<file path="src/rtl/game_cmd_ctrl.sv">
// game_cmd_ctrl: debounces buttons and issues one legality-checked, acknowledged command at a time to gameFSM
module game_cmd_ctrl #(
   parameter int DEBOUNCE_CYCLES = 16,
   parameter int ACK_TIMEOUT = 8
) (
   input  logic       clk,
   input  logic       resetFSM_n,
   input  logic       btnStart,
   input  logic       btnPause,
   input  logic       btnReset,
   input  logic [2:0] state_in,
   output logic       startGame,
   output logic       pauseGame,
   output logic       reset,
   output logic       busy,
   output logic       rejected,
   output logic       timeout
);
   localparam int DW = $clog2(DEBOUNCE_CYCLES);
   localparam int TW = $clog2(ACK_TIMEOUT);
   typedef enum logic [1:0] {IDLE, ISSUE, RELEASE} state_t;
   // bit 0 start, bit 1 pause, bit 2 reset throughout
   logic [2:0] sync1, btn_s, level, level_d, ev, sel, ok, cmd, cmd_nxt;
   logic [DW-1:0] cnt [3];
   logic [TW-1:0] tcnt, tcnt_nxt;
   logic [2:0] issue_state, issue_nxt;
   logic legal, multi, rej_nxt, to_nxt;
   state_t state, state_nxt;
   assign ev = level & ~level_d;
   assign sel = ev[2] ? 3'b100 : ev[0] ? 3'b001 : ev[1] ? 3'b010 : 3'b000;
   assign ok = {state_in != 3'b011, state_in == 3'b001,
                state_in == 3'b000 || state_in == 3'b010 || state_in == 3'b011};
   assign legal = |(sel & ok);
   assign multi = |(ev & (ev - 3'd1));
   assign {reset, pauseGame, startGame} = cmd;
   // two-flop synchronizers and debounced-level history for edge detection
   always_ff @(posedge clk or negedge resetFSM_n)
      if (!resetFSM_n) begin
         sync1 <= '0;
         btn_s <= '0;
         level_d <= '0;
      end else begin
         sync1 <= {btnReset, btnPause, btnStart};
         btn_s <= sync1;
         level_d <= level;
      end
   // a level flips only after DEBOUNCE_CYCLES consecutive differing samples
   always_ff @(posedge clk or negedge resetFSM_n)
      if (!resetFSM_n) begin
         level <= '0;
         for (int k = 0; k < 3; k++) cnt[k] <= '0;
      end else begin
         for (int k = 0; k < 3; k++)
            if (btn_s[k] == level[k]) cnt[k] <= '0;
            else if (cnt[k] == DW'(DEBOUNCE_CYCLES - 1)) begin
               cnt[k] <= '0;
               level[k] <= ~level[k];
            end else cnt[k] <= cnt[k] + 1'b1;
      end
   // command FSM state and registered outputs
   always_ff @(posedge clk or negedge resetFSM_n)
      if (!resetFSM_n) begin
         state <= IDLE;
         cmd <= '0;
         tcnt <= '0;
         issue_state <= '0;
         busy <= 1'b0;
         rejected <= 1'b0;
         timeout <= 1'b0;
      end else begin
         state <= state_nxt;
         cmd <= cmd_nxt;
         tcnt <= tcnt_nxt;
         issue_state <= issue_nxt;
         busy <= state_nxt != IDLE;
         rejected <= rej_nxt;
         timeout <= to_nxt;
      end
   // next state: issue a legal winner, hold until state_in moves or the timer expires
   always_comb begin
      state_nxt = state;
      cmd_nxt = cmd;
      tcnt_nxt = tcnt;
      issue_nxt = issue_state;
      rej_nxt = |ev;
      to_nxt = 1'b0;
      case (state)
         IDLE: begin
            rej_nxt = |ev && (!legal || multi);
            if (legal) begin
               state_nxt = ISSUE;
               cmd_nxt = sel;
               tcnt_nxt = TW'(ACK_TIMEOUT - 1);
               issue_nxt = state_in;
            end
         end
         ISSUE:
            if (state_in != issue_state) begin
               cmd_nxt = '0;
               state_nxt = RELEASE;
            end else if (tcnt == '0) begin
               cmd_nxt = '0;
               to_nxt = 1'b1;
               state_nxt = RELEASE;
            end else tcnt_nxt = tcnt - 1'b1;
         default: state_nxt = IDLE;
      endcase
   end
endmodule

</file>
<file path="config.mk">
export PLATFORM = sky130hd
export DESIGN_NAME = game_cmd_ctrl
export DESIGN_NICKNAME = d
export VERILOG_FILES = /design/src/rtl/game_cmd_ctrl.sv
export SDC_FILE = /design/constraint.sdc
export NUM_CORES = 1
export LEC_CHECK = 0
export ABC_AREA = 1
export BUFFER_PORTS_ARGS = -buffer_cell sky130_fd_sc_hd__buf_2
export CORE_ASPECT_RATIO = 0.5
export CORE_UTILIZATION = 60
export CTS_BUF_LIST = sky130_fd_sc_hd__clkbuf_8
export DETAILED_ROUTE_END_ITERATION = 16
export GPL_TIMING_DRIVEN = 0
export PLACE_DENSITY_LB_ADDON = 0.2
export SETUP_SLACK_MARGIN = 0.02
export SYNTH_ARGS = -nofsm -noshare
export SYNTH_HDL_FRONTEND = slang
export SYNTH_SLANG_ARGS = --single-unit
</file>
<file path="constraint.sdc">
create_clock -name clk -period 2.6 [get_ports clk]
set_clock_uncertainty 0.2 [all_clocks]
set_input_delay 0 -clock clk [delete_from_list [all_inputs] [get_ports clk]]
set_output_delay 0 -clock clk [all_outputs]
set_load 0.005 [all_outputs]
</file>
==> results of run 1 <==
[final cells by class]
type / instances / area share
timing repair buffer: 20 / 0.07004
tap: 35 / 0.02270
multi-input combinational: 105 / 0.3074
sequential: 38 / 0.4929
buffer: 1 / 0.007782
clock buffer: 6 / 0.04280
inverter: 21 / 0.04086
clock inverter: 1 / 0.01556
[stage by stage]
step	utilization	instances	power [W]	hold WS, ns
6_report	0.8082	227	0.001205	0.1364
2_1_floorplan	-	165	0.0006777	-0.4956
4_1_cts	0.8082	227	0.001214	0.1396
3_5_place_dp	0.7317	213	0.0007071	-0.09069
3_3_place_gp	0.7317	213	0.0007024	-0.09221
5_1_grt	0.8082	227	0.001259	0.1420
[worst register-to-register path: stages, from the launching register on]
cell,delay (ns)
dfrtp_1,0.41
inv_2,0.12
nor2_8,0.05
nor2_1,0.16
nand2_1,0.09
nand3_2,0.11
nand2_4,0.09
buf_8,0.16
nand3_1,0.08
nand2_1,0.05
[layer usage]
| layer | wire length, um | up-vias |
|---|---|---|
| met2 | 1251 | 38 |
| met4 | 33 | 0 |
| met3 | 134 | 5 |
| met1 | 1227 | 527 |
| met5 | 0 | - |
| li1 | - | 568 |
[power by group through the flow]
stage          clock network [W]   logic, W  registers [W]
3_5_place_dp                   0  0.0000708       0.000636
4_1_cts                 0.000508  0.0000799       0.000625
3_3_place_gp                   0  0.0000671       0.000635
6_report                0.000500  0.0000792       0.000625
2_1_floorplan                  0  0.0000440       0.000634
5_1_grt                 0.000540  0.0000915       0.000627
[kinds of logic after synthesis]
| family | synth area share |
|---|---|
| muxes | 0.006875 |
| xor gates and xnor gates | 0.05882 |
| adders and majority gates | 0.03820 |
| AOI/OAI and AO/OA | 0.03056 |
| DFF | 0.5806 |
| buffers and inverters | 0.05730 |
| and+or+nand+nor | 0.2277 |
[cells in the mapped netlist]
library cell,number
ha_1,5
nand4_1,1
or2_2,1
dfrtp_1,38
nand3_2,2
buf_8,1
nand2_1,33
inv_2,2
nand3_1,15
a21oi_1,3
o21bai_1,1
o21ai_0,2
nand2_2,1
o21ai_2,2
mux2_2,1
nor2_1,23
nand4_2,1
xor2_1,5
nor2_8,1
nor3_1,1
xnor2_1,6
nand2_4,1
inv_1,19
[state kept, by name (all words and copies together) (netlist names)]
name,flops
sync1,3
cmd,3
rejected,1
busy,1
timeout,1
cnt,12
state,2
btn_s,3
level,3
issue_state,3
level_d,3
tcnt,3
[worst max-delay path by stage]
| stage | from | end | slack (ns) | cells after the start |
|---|---|---|---|---|
| finish | level[2] | cmd[1] | 0.96 | 9 |
| global route | level[2] | tcnt[2] | 0.87 | 9 |
| CTS | level[2] | cmd[1] | 0.97 | 9 |
| detailed placement | level[2] | cmd[1] | 1.00 | 9 |
| global placement | level[2] | tcnt[1] | 1.04 | 9 |
| floorplan | level[2] | cmd[0] | 1.16 | 9 |
[repair_timing]
item / 4_1_cts / 5_1_grt
endpoints found under the hold margin: 45 / 0
setup endpoints to repair: 0 / 0
hold buffers: 7 / 0
==> impl_table.tex, run 1 <==
\begin{tabular}{lr}
\hline
Metric & Value \\
\hline
\multicolumn{2}{l}{\textbf{Layout}} \\
\quad Commonest non-fill, non-tap cells in the layout & dfrtp\_1, nand2\_1, nor2\_1, inv\_1, nand3\_1 \\
\quad Number of fill cells & about 140 \\
\quad Number of nets at the end of the flow & 205 \\
\quad Final standard cell area without fillers & 1929 um2 \\
\quad Footprint of the multi-input gates & between 500 and 600 um2 \\
\quad Area occupied by registers & 950.9 um2 \\
\quad Most frequent standard cell in the layout excluding fill and tap cells & dfrtp\_1 \\
\quad Layout cell share with drive strength beyond 1 & 0.1719 \\
\quad Area added between synthesis and finish & 17.80\% \\
\quad Inserted Diodes & 0 \\
\multicolumn{2}{l}{\textbf{STA}} \\
\quad Post-route setup slack & 0.9631 ns \\
\quad Ratio of final minimum period to clock period & 0.6296 \\
\quad \# setup viols final & 0 \\
\quad Number of hold violations in the final report & 0 \\
\quad Pin slew with the least headroom to its limit & 0.8097 ns \\
\quad Max transition margin & 0.4602 \\
\quad Post-route minimum period & 1.637 ns \\
\quad Final total negative setup slack & 0 ns \\
\quad Unrepaired setup endpoints after global routing & false \\
\quad Number of max-slew violations in the final report & 0 \\
\quad Achievable frequency & 610.9 MHz \\
\multicolumn{2}{l}{\textbf{Critical path}} \\
\quad Endpoint kind of the worst setup timing path & register \\
\quad Family with the most delay on the worst path & simple AND/OR/NAND/NOR gates \\
\quad Startpoint of the most critical register-to-register path & level[2] \\
\quad Crit-path max cell delay & 0.41 ns \\
\quad Data arrival time at the worst-slack endpoint & 1.62 ns \\
\quad Most common cell on crit path & nand2\_1 \\
\quad Startpoint type of the worst setup path & register \\
\quad Critical path class & reg -> reg \\
\quad Worst path required time & around 2.6 ns \\
\quad CP max stage cell & dfrtp\_1 \\
\quad CP Buf/Inv Count & 2 \\
\quad Endpoint of the lowest-slack register-to-register path & cmd[1] \\
\quad Largest fanout on the critical path & 10 \\
\quad Internal reg-to-reg setup slack & about 0.96 ns \\
\quad Cell Chain, Critical Path & inv\_2, nor2\_8, nor2\_1, nand2\_1, nand3\_2, nand2\_4, buf\_8, nand3\_1, nand2\_1 \\
\quad Cell depth of the worst flop-to-flop path & 9 \\
\multicolumn{2}{l}{\textbf{Clock tree}} \\
\quad Clock buffer count from CTS & 5 \\
\quad TritonCTS clock tree & built \\
\quad Sinks on the clock net & 38 \\
\quad CTS clk-pin slew, worst paths & 0.07 ns \\
\quad Buffers from clock root to sink, at most & 2 \\
\quad Count of cells resized by post-cts repair & 0 \\
\quad Clock Latency Late Sink & 0.29 ns \\
\quad H-tree depth reported by CTS & 2 \\
\quad Total setup buffers inserted after CTS & 0 \\
\quad Clock tree root driver cell & clkbuf\_8 \\
\multicolumn{2}{l}{\textbf{Place}} \\
\quad Buffers added on ports & 13 \\
\quad Area of placed instances & 1747 um2 \\
\quad Detailed placement HPWL & approximately 1700 um \\
\quad Pre-CTS setup slack & approximately 1.0 ns \\
\quad Weighted congestion reported at the end of routability-driven placement & approximately 0.81 \\
\multicolumn{2}{l}{\textbf{Outcome}} \\
\quad Outcome & finished, final reports clean \\
\multicolumn{2}{l}{\textbf{Yosys}} \\
\quad Count of mapped cells out of synthesis & 165 \\
\quad Register area share after synthesis & 0.5806 \\
\quad Flop and latch count out of synthesis & 38 \\
\quad Total standard cell area after synthesis & 1638 um2 \\
\quad Fraction of post-synthesis cell area in the top cell type by area & 0.5806 \\
\quad Yosys top cell by area & dfrtp\_1 \\
\quad Warnings from Yosys & 0 \\
\quad Number of different library cells in the post-synthesis netlist & 23 \\
\quad Nets in the synthesized netlist & 178 \\
\quad Leading post-synthesis cells by cell area & dfrtp\_1, nand2\_1, nor2\_1 \\
\quad Synthesized area divided by synthesized cell count & 9.926 um2 \\
\multicolumn{2}{l}{\textbf{Pwr}} \\
\quad Register share of total power & 0.519 \\
\quad Switching share of power & 0.2103 \\
\quad Power density of the placed cells & around 620 nW/um2 \\
\quad Clock network fraction of total power & 0.415 \\
\quad Leakage dissipation & approximately 1.0 nW \\
\quad Logic gate share of total power & 0.066 \\
\quad Worst voltage drop across the vdd grid & 0.4195 mV \\
\quad P\_int & 0.0009515 W \\
\quad Switching Power & $\sim$0.00025 W \\
\multicolumn{2}{l}{\textbf{Global routing}} \\
\quad GRT met2 Usage & 0.3916 \\
\quad GR peak layer & met2 \\
\quad Maximum number of pins on one net before global-route repair & 39 \\
\quad Vias in the first global route & a little over 1000 \\
\quad Initial antenna violation count & 0 \\
\quad GR met1 Demand/Resource & 0.2735 \\
\quad Global-route wire length before repair & 4560 um \\
\quad GRT met3 Usage & 0.07813 \\
\quad Overall Global Routing Usage & 0.2325 \\
\quad Total congestion overflow after global routing & 0 \\
\multicolumn{2}{l}{\textbf{Floorplanning}} \\
\quad Floorplan die area & 2955 um2 \\
\quad Core Area & 2387 um2 \\
\quad Width of the die & between 70 and 80 um \\
\quad Effective utilization at floorplan & 0.6861 \\
\quad Count of standard-cell rows & 12 \\
\quad Count of boundary I/O pins & 14 \\
\quad Die span in y & roughly 39 um \\
\multicolumn{2}{l}{\textbf{Hold path}} \\
\quad HP Class & in -> async \\
\multicolumn{2}{l}{\textbf{Drt}} \\
\quad Post-DR wirelength/cell & between 10 and 15 um \\
\quad Post-DRT Antenna Nets & 0 \\
\quad Number of vias per cell & 5.013 \\
\quad Total iterations of the first detailed-routing run & 4 \\
\quad Number of DRC markers after the initial detailed-route iteration & 152 \\
\quad Wire length reported by the detailed router & 2646 um \\
\quad Count of unresolved DRC violations after routing & 0 \\
\quad Overall via count from detail\_route & 1138 \\
\multicolumn{2}{l}{\textbf{Job}} \\
\quad Number of maximum-capacitance violations & 0 \\
\hline
\end{tabular}
(Power assumes the default switching activity.)
==> run 2, diff against run 1 <==
==> constraint.sdc (replaced) <==
create_clock -name clk -period 1.6 [get_ports clk]
set_clock_uncertainty 0.2 [all_clocks]
set_input_delay 0 -clock clk [delete_from_list [all_inputs] [get_ports clk]]
set_output_delay 0 -clock clk [all_outputs]
set_load 0.005 [all_outputs]
==> impl_table.tex, run 2 (synthesis gave the netlist of run 1 again) <==
\begin{tabular}{lr}
\hline
Metric & Value \\
\hline
\multicolumn{2}{l}{\textbf{Place}} \\
\quad Detailed placement HPWL & 1747 um \\
\quad Weighted congestion reported at the end of routability-driven placement & 0.8143 \\
\quad Buffers added on ports & 13 \\
\quad Placed Cells & 213 \\
\multicolumn{2}{l}{\textbf{Outcome}} \\
\quad Failing checks & negative setup slack \\
\quad Outcome & finished with violations \\
\multicolumn{2}{l}{\textbf{Layout}} \\
\quad Number of nets at the end of the flow & 214 \\
\quad Number of flip-flops in the largest register & 12 \\
\quad Area added between synthesis and finish & 23.91\% \\
\quad Most frequent standard cell in the layout excluding fill and tap cells & dfrtp\_1 \\
\quad Final cell count without fillers & 236 \\
\quad Most flops, register & cnt \\
\quad Commonest non-fill, non-tap cells in the layout & dfrtp\_1, nand2\_1, nor2\_1, inv\_1, nand3\_1 \\
\quad Number of fill cells & 116 \\
\quad Area occupied by registers & 950.9 um2 \\
\quad Inserted Diodes & 0 \\
\quad Footprint of the multi-input gates & 608.1 um2 \\
\quad Layout cell share with drive strength beyond 1 & 0.2338 \\
\multicolumn{2}{l}{\textbf{STA}} \\
\quad Number of hold violations in the final report & 0 \\
\quad \# setup viols final & 2 \\
\quad Number of max-slew violations in the final report & 0 \\
\quad Ratio of final minimum period to clock period & 1.032 \\
\quad Pin slew with the least headroom to its limit & between 0.8 and 0.9 ns \\
\quad Max transition margin & 0.4521 \\
\quad Achievable frequency & 605.7 MHz \\
\quad Smallest hold slack & $\sim$0.14 ns \\
\quad Post-route setup slack & -0.05085 ns \\
\quad Final total negative setup slack & -0.06359 ns \\
\quad Unrepaired setup endpoints after global routing & true \\
\quad Post-route minimum period & 1.651 ns \\
\multicolumn{2}{l}{\textbf{Clock tree}} \\
\quad Clock buffer count from CTS & 5 \\
\quad Clock tree root driver cell & clkbuf\_8 \\
\quad CTS clk-pin slew, worst paths & 0.07 ns \\
\quad H-tree depth reported by CTS & 2 \\
\quad Clock Latency Late Sink & 0.29 ns \\
\quad Buffers from clock root to sink, at most & 2 \\
\quad Sinks on the clock net & 38 \\
\quad TritonCTS clock tree & built \\
\multicolumn{2}{l}{\textbf{Critical path}} \\
\quad Largest fanout on the critical path & 7 \\
\quad Family with the most delay on the worst path & simple AND/OR/NAND/NOR gates \\
\quad Worst path required time & about 1.6 ns \\
\quad Endpoint kind of the worst setup timing path & register \\
\quad Crit-path max cell delay & 0.40 ns \\
\quad CP max stage cell & dfrtp\_1 \\
\quad Startpoint type of the worst setup path & register \\
\quad Internal reg-to-reg setup slack & -0.05 ns \\
\quad Cell Chain, Critical Path & inv\_2, nor2\_8, nor2\_4, nand2\_2, nand3\_2, nand2\_4, buf\_4, o21bai\_1, inv\_1 \\
\quad Data arrival time at the worst-slack endpoint & roughly 1.6 ns \\
\quad Critical path class & reg -> reg \\
\quad CP Buf/Inv Count & 3 \\
\multicolumn{2}{l}{\textbf{Pwr}} \\
\quad Final Total Pwr & 0.001977 W \\
\quad Power density of the placed cells & 974.1 nW/um2 \\
\quad Leakage dissipation & 1.086 nW \\
\quad Worst voltage drop across the vdd grid & 0.7044 mV \\
\multicolumn{2}{l}{\textbf{Hold path}} \\
\quad HP Class & in -> async \\
\multicolumn{2}{l}{\textbf{Floorplanning}} \\
\quad Count of standard-cell rows & 12 \\
\quad Count of boundary I/O pins & 14 \\
\quad Die span in y & between 30 and 40 um \\
\quad Width of the die & 75.89 um \\
\quad Floorplan die area & 2955 um2 \\
\quad Effective utilization at floorplan & 0.6861 \\
\quad Core Area & 2387 um2 \\
\multicolumn{2}{l}{\textbf{Drt}} \\
\quad Post-DRT Antenna Nets & 0 \\
\quad Number of vias per cell & 5.089 \\
\quad Count of unresolved DRC violations after routing & 0 \\
\quad Post-DR wirelength/cell & 13.47 um \\
\quad Number of DRC markers after the initial detailed-route iteration & 167 \\
\quad Overall via count from detail\_route & 1201 \\
\quad Total iterations of the first detailed-routing run & 4 \\
\quad Wire length reported by the detailed router & 3178 um \\
\multicolumn{2}{l}{\textbf{Job}} \\
\quad Number of maximum-capacitance violations & 0 \\
\multicolumn{2}{l}{\textbf{Global routing}} \\
\quad Maximum number of pins on one net before global-route repair & 39 \\
\quad Global-route wire length before repair & around 4600 um \\
\quad Overall Global Routing Usage & 0.2331 \\
\quad Vias in the first global route & 1042 \\
\quad Total congestion overflow after global routing & 0 \\
\quad Initial antenna violation count & 0 \\
\hline
\end{tabular}
## run 2: worst paths after layout
| check | start | end | cells past startpoint |
|---|---|---|---|
| worst min register to register | sync1[1] | btn_s[1] | 0 |
| worst max register to register | level[2] | rejected | 9 |
| worst min-delay path | resetFSM_n | cmd[1] | 2 |
| worst max-delay path | level[2] | rejected | 9 |
| min in group clk | btnReset | sync1[2] | 2 |
| max in group asynchronous | resetFSM_n | btn_s[2] | 2 |
## run 2: worst register-to-register path, cell delays in order (launching register included)
cell	delay, ns
dfrtp_1	0.40
inv_2	0.12
nor2_8	0.07
nor2_4	0.10
nand2_2	0.06
nand3_2	0.10
nand2_4	0.10
buf_4	0.16
o21bai_1	0.17
inv_1	0.06
## run 2: timing repair
| item | CTS | global route |
|---|---|---|
| resized for setup | 2 | 4 |
| pin swaps | 0 | 3 |
| gates cloned | 0 | 1 |
| hold buffers | 7 | 0 |
| setup endpoints to repair | 8 | 9 |
| endpoints found under the hold margin | 45 | 0 |
| setup buffers | 0 | 8 |
## run 2: per-stage QoR
stage | instance area, um2 | worst slack, ns | util
after global routing | 2029 | -0.1272 | 0.8501
after global placement | 1747 | 0.03565 | 0.7317
after CTS | 1934 | 0.02198 | 0.8103
after floorplan | 1638 | 0.1599 | -
after detailed placement | 1747 | 0.004925 | 0.7317
final | 2029 | -0.05085 | 0.8501
## run 2: layout make-up
type                    instances  share of cell area
flip-flops and latches         38              0.4686
multi-input cells             105              0.2996
repair buffers                 29              0.1085
clock buffers                   6             0.04069
inverters                      21             0.03884
well taps                      35             0.02158
clock inverters                 1             0.01480
plain buffers                   1            0.007398
## run 2: where the power goes
part	switching [W]	internal [W]	leakage, nW	total [W]
sequential	0.0000231	0.000994	0.509	0.00102
combinational	0.0000799	0.0000546	0.520	0.000134
clock	0.000327	0.000498	0.0573	0.000825
total	0.000430	0.00155	1.09	0.00198
## run 2: metal layers
layer,up-vias,wire length [um],track usage
met3,13,182,0.07813
met1,559,1346,0.2701
met2,42,1541,0.3982
met4,0,107,0.1111
met5,-,0,0
li1,587,-,-
==> run 3, diff against run 2 <==
--- a/config.mk
+++ b/config.mk
@@ -13,6 +13,7 @@
 export DETAILED_ROUTE_END_ITERATION = 16
 export GPL_TIMING_DRIVEN = 0
 export PLACE_DENSITY_LB_ADDON = 0.2
+export RECOVER_POWER = 100
 export SETUP_SLACK_MARGIN = 0.02
 export SYNTH_ARGS = -nofsm -noshare
 export SYNTH_HDL_FRONTEND = slang
==> impl_table.tex, run 3 (synthesis gave the netlist of run 1 again) <==
\begin{tabular}{lr}
\hline
Metric & Value \\
\hline
\multicolumn{2}{l}{\textbf{STA}} \\
\quad Final total negative setup slack & -0.07797 ns \\
\quad Number of max-slew violations in the final report & 0 \\
\quad \# setup viols final & 2 \\
\quad Unrepaired setup endpoints after global routing & true \\
\quad Ratio of final minimum period to clock period & 1.038 \\
\quad Smallest hold slack & 0.1493 ns \\
\quad Post-route minimum period & roughly 1.7 ns \\
\quad Pin slew with the least headroom to its limit & just over 0.9 ns \\
\quad Achievable frequency & 602.1 MHz \\
\quad Post-route setup slack & -0.06094 ns \\
\quad Number of hold violations in the final report & 0 \\
\quad Max transition margin & 0.3889 \\
\multicolumn{2}{l}{\textbf{Critical path}} \\
\quad Endpoint of the lowest-slack register-to-register path & rejected \\
\quad Cell Chain, Critical Path & inv\_2, nor2\_8, nor2\_4, nand2\_2, nand3\_2, nand2\_4, buf\_4, o21bai\_1, inv\_1 \\
\quad Startpoint of the most critical register-to-register path & level[2] \\
\quad Endpoint kind of the worst setup timing path & register \\
\quad Critical path class & reg -> reg \\
\quad Cell depth of the worst flop-to-flop path & 9 \\
\quad Data arrival time at the worst-slack endpoint & 1.64 ns \\
\quad Crit-path max cell delay & 0.40 ns \\
\quad CP max stage cell & dfrtp\_1 \\
\quad Startpoint type of the worst setup path & register \\
\quad Worst path required time & about 1.6 ns \\
\quad Start point of the critical path & level[2] \\
\quad Internal reg-to-reg setup slack & -0.06 ns \\
\quad Largest fanout on the critical path & 7 \\
\multicolumn{2}{l}{\textbf{Floorplanning}} \\
\quad Die span in y & 38.95 um \\
\quad Core Area & 2387 um2 \\
\quad Count of standard-cell rows & 12 \\
\quad Effective utilization at floorplan & 0.6861 \\
\quad Count of boundary I/O pins & 14 \\
\quad Floorplan die area & 2955 um2 \\
\quad Width of the die & 75.89 um \\
\multicolumn{2}{l}{\textbf{Outcome}} \\
\quad Failing checks & negative setup slack \\
\quad Outcome & finished with violations \\
\multicolumn{2}{l}{\textbf{Place}} \\
\quad Placed Cells & 213 \\
\quad Buffers added on ports & 13 \\
\quad Pre-CTS setup slack & 0.004925 ns \\
\quad Weighted congestion reported at the end of routability-driven placement & 0.8143 \\
\quad Detailed placement HPWL & about 1700 um \\
\quad Area of placed instances & 1747 um2 \\
\multicolumn{2}{l}{\textbf{Global routing}} \\
\quad Overall Global Routing Usage & 0.2331 \\
\quad Initial antenna violation count & 0 \\
\quad Global-route wire length before repair & 4581 um \\
\quad Maximum number of pins on one net before global-route repair & 39 \\
\quad Total congestion overflow after global routing & 0 \\
\quad Vias in the first global route & roughly 1000 \\
\multicolumn{2}{l}{\textbf{Pwr}} \\
\quad Worst voltage drop across the vdd grid & 0.7041 mV \\
\quad Leakage dissipation & 1.056 nW \\
\quad Power density of the placed cells & roughly 1000 nW/um2 \\
\multicolumn{2}{l}{\textbf{Clock tree}} \\
\quad H-tree depth reported by CTS & 2 \\
\quad Clock buffer count from CTS & 5 \\
\quad Buffers from clock root to sink, at most & 2 \\
\quad Sinks on the clock net & 38 \\
\quad CTS clk-pin slew, worst paths & 0.07 ns \\
\quad Clock Latency Late Sink & 0.29 ns \\
\quad TritonCTS clock tree & built \\
\quad Clock tree root driver cell & clkbuf\_8 \\
\multicolumn{2}{l}{\textbf{Hold path}} \\
\quad WHS Path Cells & 0 \\
\quad HP Class & reg -> reg \\
\quad Hold EP & btn\_s[1] \\
\quad Startpoint of the lowest-slack hold path & sync1[1] \\
\multicolumn{2}{l}{\textbf{Layout}} \\
\quad Most flops, register & cnt \\
\quad Final standard cell area without fillers & just over 2000 um2 \\
\quad Inserted Diodes & 0 \\
\quad Number of nets at the end of the flow & 214 \\
\quad Number of flip-flops in the largest register & 12 \\
\quad Commonest non-fill, non-tap cells in the layout & dfrtp\_1, nand2\_1, nor2\_1, inv\_1, nand3\_1 \\
\quad Area added between synthesis and finish & 23.07\% \\
\quad Most frequent standard cell in the layout excluding fill and tap cells & dfrtp\_1 \\
\quad Layout cell share with drive strength beyond 1 & 0.1990 \\
\quad Final cell count without fillers & around 240 \\
\multicolumn{2}{l}{\textbf{Drt}} \\
\quad Overall via count from detail\_route & 1221 \\
\quad Post-DRT Antenna Nets & 0 \\
\quad Total iterations of the first detailed-routing run & 4 \\
\quad Number of DRC markers after the initial detailed-route iteration & 171 \\
\quad Post-DR wirelength/cell & between 10 and 15 um \\
\quad Count of unresolved DRC violations after routing & 0 \\
\quad Number of vias per cell & 5.174 \\
\quad Wire length reported by the detailed router & around 3200 um \\
\multicolumn{2}{l}{\textbf{Job}} \\
\quad Number of maximum-capacitance violations & 0 \\
\hline
\end{tabular}
==> run 3: layer usage <==
metal  wire, um  vias up  global-route usage
met5          0        -                   0
met4        109        0              0.1111
met3        181       14             0.07813
met2       1550       50              0.3982
met1       1350      572              0.2701
li1           -      585                   -
==> run 3: critical path, delay by kind of cell (launching register included) <==
kind | cells | cell delay (ns)
AO/OA/AOI/OAI | 1 | 0.17
buffers and inverters | 3 | 0.34
AND/OR/NAND/NOR | 5 | 0.44
flip-flops | 1 | 0.40
==> run 3: worst max path at each step <==
stage          endpoint  slack (ns)  cells after the start
6_report       rejected       -0.06                      9
3_3_place_gp    tcnt[1]        0.04                      9
3_5_place_dp     cmd[1]       0.005                      9
4_1_cts          cmd[1]        0.02                      9
2_1_floorplan    cmd[0]        0.16                      9
5_1_grt        rejected       -0.13                      9
==> run 3: timing repair <==
action                                  CTS  global route
resized for setup                         2             4
buffers inserted                          0             8
endpoints found under the setup margin    8             9
pin swaps                                 0             3
gates cloned                              0             1
hold buffers                              7             0
hold endpoints to repair                 45             0
==> run 3: per-stage QoR <==
step	util	total power [W]
2_1_floorplan	-	0.001101
3_3_place_gp	0.7317	0.001141
3_5_place_dp	0.7317	0.001149
4_1_cts	0.8103	0.001972
5_1_grt	0.8443	0.002056
6_report	0.8443	0.001971
==> run 3: final cells by class <==
type | count | area [um2]
plain buffers | 1 | 15.01
clock buffers | 6 | 82.58
clock inverters | 1 | 30.03
fillers | 123 | 371.6
inverters | 21 | 78.83
multi-input cells | 105 | 608.1
flip-flops and latches | 38 | 950.9
well taps | 35 | 43.79
repair buffers | 29 | 206.4
==> run 3: report_power, final <==
part / switching, W / leakage (nW) / internal, W
logic: 0.0000799 / 0.489 / 0.0000544
clock network: 0.000321 / 0.0573 / 0.000498
registers: 0.0000232 / 0.509 / 0.000994
total: 0.000424 / 1.06 / 0.00155
